**config.mk**
```make
export PLATFORM = sky130hd
export DESIGN_NAME = led_pattern_engine
export DESIGN_NICKNAME = d
export VERILOG_FILES = /design/src/rtl/led_pkg.sv /design/src/rtl/led_pattern_engine_tick_gen.sv /design/src/rtl/led_pattern_engine.sv
export SDC_FILE = /design/constraint.sdc
export NUM_CORES = 1
export LEC_CHECK = 0
export BUFFER_PORTS_ARGS = -buffer_cell sky130_fd_sc_hd__buf_2
export CORE_MARGIN = 3
export CORE_UTILIZATION = 39
export CTS_BUF_LIST = sky130_fd_sc_hd__clkbuf_4
export CTS_CLUSTER_SIZE = 24
export DETAILED_ROUTE_END_ITERATION = 16
export HOLD_SLACK_MARGIN = 0.06
export PLACE_DENSITY = 0.66
export RECOVER_POWER = 25
export SLEW_MARGIN = 20
export SYNTH_ARGS = -nofsm -noshare
export SYNTH_HDL_FRONTEND = slang
export SYNTH_HIERARCHICAL = 1
export SYNTH_SLANG_ARGS = --single-unit
```
**constraint.sdc**
```tcl
create_clock -name clk -period 3.3 [get_ports clk]
set_clock_uncertainty 0.05 [all_clocks]
set_input_delay 0.66 -clock clk [delete_from_list [all_inputs] [get_ports clk]]
set_output_delay 0.66 -clock clk [all_outputs]
set_load 0.005 [all_outputs]
```
**src/rtl/led_pkg.sv**
```systemverilog
// rtl/led_pkg.sv - shared types and helpers for the LED pattern engine
package led_pkg;

    typedef enum logic [1:0] {
        MODE_UP     = 2'b00,
        MODE_DOWN   = 2'b01,
        MODE_BOUNCE = 2'b10,
        MODE_GRAY   = 2'b11
    } led_mode_t;

    typedef enum logic {
        LEFT  = 1'b0,
        RIGHT = 1'b1
    } dir_t;

    // Generic 64-bit form; callers truncate to their own width (WIDTH <= 64).
    function automatic logic [63:0] bin2gray(input logic [63:0] b);
        return b ^ (b >> 1);
    endfunction

endpackage

```
**src/rtl/led_pattern_engine_tick_gen.sv**
```systemverilog
// rtl/led_pattern_engine_tick_gen.sv - prescaler producing a registered one-cycle step tick
module tick_gen #(
    parameter int DIV   = 100_000_000,
    parameter int DIV_W = $clog2(DIV) + 1
) (
    input  logic clk,
    input  logic rst,
    input  logic en,
    input  logic clr,
    output logic tick
);

    localparam logic [DIV_W-1:0] LAST = DIV_W'(DIV - 1);

    logic [DIV_W-1:0] cnt;

    // en low holds the count so a paused run resumes mid-period.
    always_ff @(posedge clk or posedge rst) begin
        if (rst) begin
            cnt  <= '0;
            tick <= 1'b0;
        end else if (clr) begin
            cnt  <= '0;
            tick <= 1'b0;
        end else if (en) begin
            if (cnt == LAST) begin
                cnt  <= '0;
                tick <= 1'b1;
            end else begin
                cnt  <= cnt + 1'b1;
                tick <= 1'b0;
            end
        end else begin
            tick <= 1'b0;
        end
    end

endmodule

```
**src/rtl/led_pattern_engine.sv**
```systemverilog
// rtl/led_pattern_engine.sv - WIDTH-bit LED pattern generator with up/down/bounce/gray modes
module led_pattern_engine
    import led_pkg::*;
#(
    parameter int WIDTH = 16,
    parameter int DIV   = 100_000_000,
    parameter int DIV_W = $clog2(DIV) + 1
) (
    input  logic             clk,
    input  logic             rst,
    input  logic             en,
    input  led_mode_t        mode,
    output logic [WIDTH-1:0] led,
    output logic             tick,
    output logic             wrap
);

    led_mode_t        mode_q;
    logic             change;
    logic [WIDTH-1:0] led_q,  nxt_led;
    logic [WIDTH-1:0] bin_q,  nxt_bin;
    logic [WIDTH-1:0] bin_inc;
    dir_t             dir_q,  nxt_dir;
    logic             wrap_q, nxt_wrap;

    assign change = (mode != mode_q);

    tick_gen #(
        .DIV   (DIV),
        .DIV_W (DIV_W)
    ) u_tick_gen (
        .clk  (clk),
        .rst  (rst),
        .en   (en),
        .clr  (change),
        .tick (tick)
    );

    always_ff @(posedge clk or posedge rst) begin
        if (rst) begin
            mode_q <= MODE_UP;
            led_q  <= '0;
            bin_q  <= '0;
            dir_q  <= LEFT;
            wrap_q <= 1'b0;
        end else begin
            mode_q <= mode;
            led_q  <= nxt_led;
            bin_q  <= nxt_bin;
            dir_q  <= nxt_dir;
            wrap_q <= nxt_wrap;
        end
    end

    // A mode change wins over a coincident tick; that step is dropped.
    always_comb begin
        nxt_led  = led_q;
        nxt_bin  = bin_q;
        nxt_dir  = dir_q;
        nxt_wrap = 1'b0;
        bin_inc  = bin_q + 1'b1;
        if (change) begin
            nxt_bin = '0;
            nxt_dir = LEFT;
            case (mode)
                MODE_DOWN:   nxt_led = '1;
                MODE_BOUNCE: nxt_led = WIDTH'(1);
                default:     nxt_led = '0;
            endcase
        end else if (tick) begin
            case (mode_q)
                MODE_UP: begin
                    nxt_led  = led_q + 1'b1;
                    nxt_wrap = (led_q == '1);
                end
                MODE_DOWN: begin
                    nxt_led  = led_q - 1'b1;
                    nxt_wrap = (led_q == '0);
                end
                MODE_BOUNCE: begin
                    if (dir_q == LEFT) begin
                        nxt_led = led_q << 1;
                        if (led_q[WIDTH-2]) nxt_dir = RIGHT;
                    end else begin
                        nxt_led = led_q >> 1;
                        if (led_q[1]) begin
                            nxt_dir  = LEFT;
                            nxt_wrap = 1'b1;
                        end
                    end
                end
                default: begin
                    nxt_bin  = bin_inc;
                    nxt_led  = WIDTH'(bin2gray(64'(bin_inc)));
                    nxt_wrap = (bin_inc == '0);
                end
            endcase
        end
    end

    always_comb begin
        led  = led_q;
        wrap = wrap_q;
    end

endmodule

```
==> summary.txt <==
TNS Setup = 0 ns
Seq pwr share = 52.8%
Most common cell on crit path = nor2_1
Max-slew headroom = -35.9%
Worst-margin pin slew = 2.04 ns
Main flop type after synthesis = dfrtp_1
Grt ovf = 0
Worst-path maximum fanout = 10
Vias = 4577
Crit path arrival time = 3.25 ns
Layout cell share with drive strength beyond 1 = 10.4%
Clk sinks = 65
FP Rows = 41
Pin count of the biggest net entering global routing = 37
H-tree depth = 3
Critical path buffers and inverters = 0
Post-Synth XOR/XNOR Area = 11.1%
Total of max-cap violations = 1
Post-Syn Nets = 635
Drt first-iter violations = 425
CTS root buf = clkbuf_4
Internal power = 1120 µW
Compound-Gate Fraction of Synth Area = 16.9%
Unique cell type count in the Yosys netlist = 77
Clock slew at reported path FFs = 0.12 ns
Drt wl/cell = 17.1 µm
Tcrit/Tclk final = 89.1%
Gpl congestion = 0.891
IO buf count = 22
Synth Area in Adders = 2.92%
Final worst slack = 0.361 ns
Yosys top cell by area = dfrtp_1
Antenna-violating nets left = 0
First-pass GRT wire length = 22400 µm
Post-route DRC = 0
Die boundary height = 121 µm
Slowest cell delay on critical path = 0.52 ns
Synth Warn # = 6
Slowest-stage cell, CP = dfrtp_1
Class of the most critical hold timing path = in -> reg
Final core utilization = 42.1%
Synth top area share = 31.7%
RSZ-0062 raised after global routing = no
Initial antenna violation count = 1
Vias/cell = 5.82
Setup Fix Bufs, Post-CTS = 0
Failing checks = max-capacitance violations, max-slew violations
Layout area overhead = 4.36%
Status = finished, violations left
Total power = 1750 µW
Pre-CTS setup slack = 0.396 ns
Mux contribution to synthesized area = 4.09%
Die width = 121 µm
Clock Latency Late Sink = 0.43 ns
Worst path required time = 3.61 ns
CTS resizes = 0
Net switching power figure = 634 µW
Power per Cell Area = 327 nW/µm²
Top post-synthesis cells by area = dfrtp_1 32%, xnor2_1 7.3%, nand2_1 4.4%
Cts bufs inserted = 9
Total wire length = 13500 µm
EDFF count, synth = 0
Largest family of logic cells by synthesized area = simple AND/OR/NAND/NOR gates
Fmax = 340 MHz
Fin. Hold Viols = 0
Synth Cell Area = 5130 µm²
Clk buf depth = 2
Final setup vio count = 0
Die area = 14600 µm²
Final HPWL DP = 9440 µm
Vias in the first global route = 4385
Register area share after synthesis = 31.7%
Sw frac = 36.2%
Peak VDD IR = 187 µV
GRT Total Usage = 19.0%
Drt first pass iters = 5
Clock power share = 27.2%
Crit start category = register
Post-synthesis area per instance = 8.31 µm²
Cell Chain, Critical Path = ha_1 > nand2_1 > nor2_1 > nand3_1 > xor2_1 > ha_1 > nand3_1 > nor4_1 > nor2_1 > nor2_1 > a41oi_1 > a21oi_1
Crit path capture type = register
Top Family by Delay on Critical Path = simple AND/OR/NAND/NOR gates
Synthesized flop and latch total = 65
Simple-gate portion of the synthesized area = 27.4%
Fin Hold WS = 0.390 ns
Tmin final = 2.94 ns
CP Class = reg -> reg
Asr flop ratio synth = 100%
Synth Instances = 618
Final net count = 625
Max-slew violations = 37
P_leak = 0.00196 µW
Core area = 12700 µm²
Combinational power share = 20.0%
Post-CTS Hold Fix Bufs = 0
TritonCTS clock tree = yes
Initial core utilization = 40.4%
IO Count = 23
==> worst register-to-register path: cells and delay by family (launching register included) <==
kind / cells / cell delay [ns]
flip-flops: 1 / 0.52
AO/OA/AOI/OAI: 2 / 0.23
AND/OR/NAND/NOR: 7 / 1.28
adder cells (fa/ha/maj): 2 / 0.60
XOR/XNOR: 1 / 0.20
==> cell usage after synthesis, types with 7 or more instances <==
cell type / n
dfrtp_1: 65
nand2_1: 60
nor2_1: 60
xnor2_1: 43
a21oi_1: 31
o21ai_0: 30
nand3_1: 28
nor3_1: 23
buf_2: 22
xor2_1: 22
clkbuf_1: 18
nand4_1: 18
mux2i_1: 15
ha_1: 12
inv_1: 12
nor4_1: 11
or3_1: 11
o211ai_1: 10
nand2b_1: 7
==> through the flow <==
step	std cells	instance area, µm²
after floorplan	618	5130
after global placement	769	5250
after detailed placement	769	5250
after CTS	785	5360
after global routing	786	5360
final	786	5360
==> metal layers <==
layer / track usage (%) / part of all wire (%) / wire, µm / vias up
li1: - / - / - / 2210
met1: 26.4 / 46 / 6200 / 2197
met2: 28.7 / 46 / 6200 / 147
met3: 3.98 / 5.9 / 800 / 23
met4: 7.86 / 1.9 / 257 / 0
met5: 0 / 0 / 0 / -
==> area by class of cell <==
| type | count | area (µm²) |
|---|---|---|
| timing repair buffer | 27 | 140 |
| antenna | 1 | 2.50 |
| sequential | 65 | 1630 |
| fill | 1294 | 7360 |
| clock inverter | 7 | 47.5 |
| inverter | 15 | 56.3 |
| tap | 172 | 215 |
| multi-input combinational | 490 | 3200 |
| clock buffer | 9 | 67.6 |
==> state kept, by name (all words and copies together), names as in the netlist <==
| name | cells |
|---|---|
| bin_q | 16 |
| dir_q | 1 |
| led | 16 |
| mode_q | 2 |
| u_tick_gen/cnt | 28 |
| u_tick_gen/tick | 1 |
| wrap | 1 |
==> worst paths after layout <==
kind | cells after the start | start | end | slack [ns]
worst max-delay path | 12 | bin_q[0]$_DFFE_PP0P_ | wrap$_DFF_PP0_ | 0.36
worst min-delay path | 1 | mode[0] | mode_q[0]$_DFF_PP0_ | 0.39
worst max register to register | 12 | bin_q[0]$_DFFE_PP0P_ | wrap$_DFF_PP0_ | 0.36
worst min register to register | 2 | u_tick_gen/cnt[11]$_DFFE_PP0P_ | u_tick_gen/cnt[11]$_DFFE_PP0P_ | 0.52
max in group asynchronous | 3 | rst | bin_q[6]$_DFFE_PP0P_ | 1.13
min in group asynchronous | 2 | rst | u_tick_gen/cnt[23]$_DFFE_PP0P_ | 0.43
==> power groups by stage <==
stage	clock network [µW]	registers, µW	logic [µW]
finish	476	926	351
global route	530	933	391
CTS	486	923	352
detailed placement	0	938	350
global placement	0	935	344
floorplan	0	872	315
==> logic make-up after synthesis <==
family                     Yosys count
DFF                                 65
buffers and inverters               63
muxes                               20
xor gates and xnor gates            65
adders and majority gates           12
AOI/OAI and AO/OA                  129
and+or+nand+nor                    264
==> layout by cell type (no fill, tap or decap), types with 4 or more instances in the layout <==
cell type | synthesis | final
and2_1 | 5 | 5
buf_4 | 3 | 4
a21oi_1 | 31 | 31
a31oi_1 | 6 | 6
xor2_1 | 22 | 22
inv_1 | 12 | 12
nor4_1 | 11 | 11
nand4_1 | 18 | 18
nand3_1 | 28 | 28
xnor2_1 | 43 | 43
nand2b_1 | 7 | 7
o211ai_1 | 10 | 10
nor2_1 | 60 | 60
and4_1 | 6 | 6
o21ai_0 | 30 | 30
or3_1 | 11 | 11
nor2b_1 | 6 | 6
nand3b_1 | 6 | 6
nor3_1 | 23 | 23
clkbuf_1 | 18 | 4
buf_2 | 22 | 19
dfrtp_1 | 65 | 65
nand2_1 | 60 | 60
and3_1 | 4 | 4
clkbuf_4 | 0 | 9
mux2i_1 | 15 | 15
o31ai_1 | 6 | 6
ha_1 | 12 | 12
(Power assumes the default switching activity.)
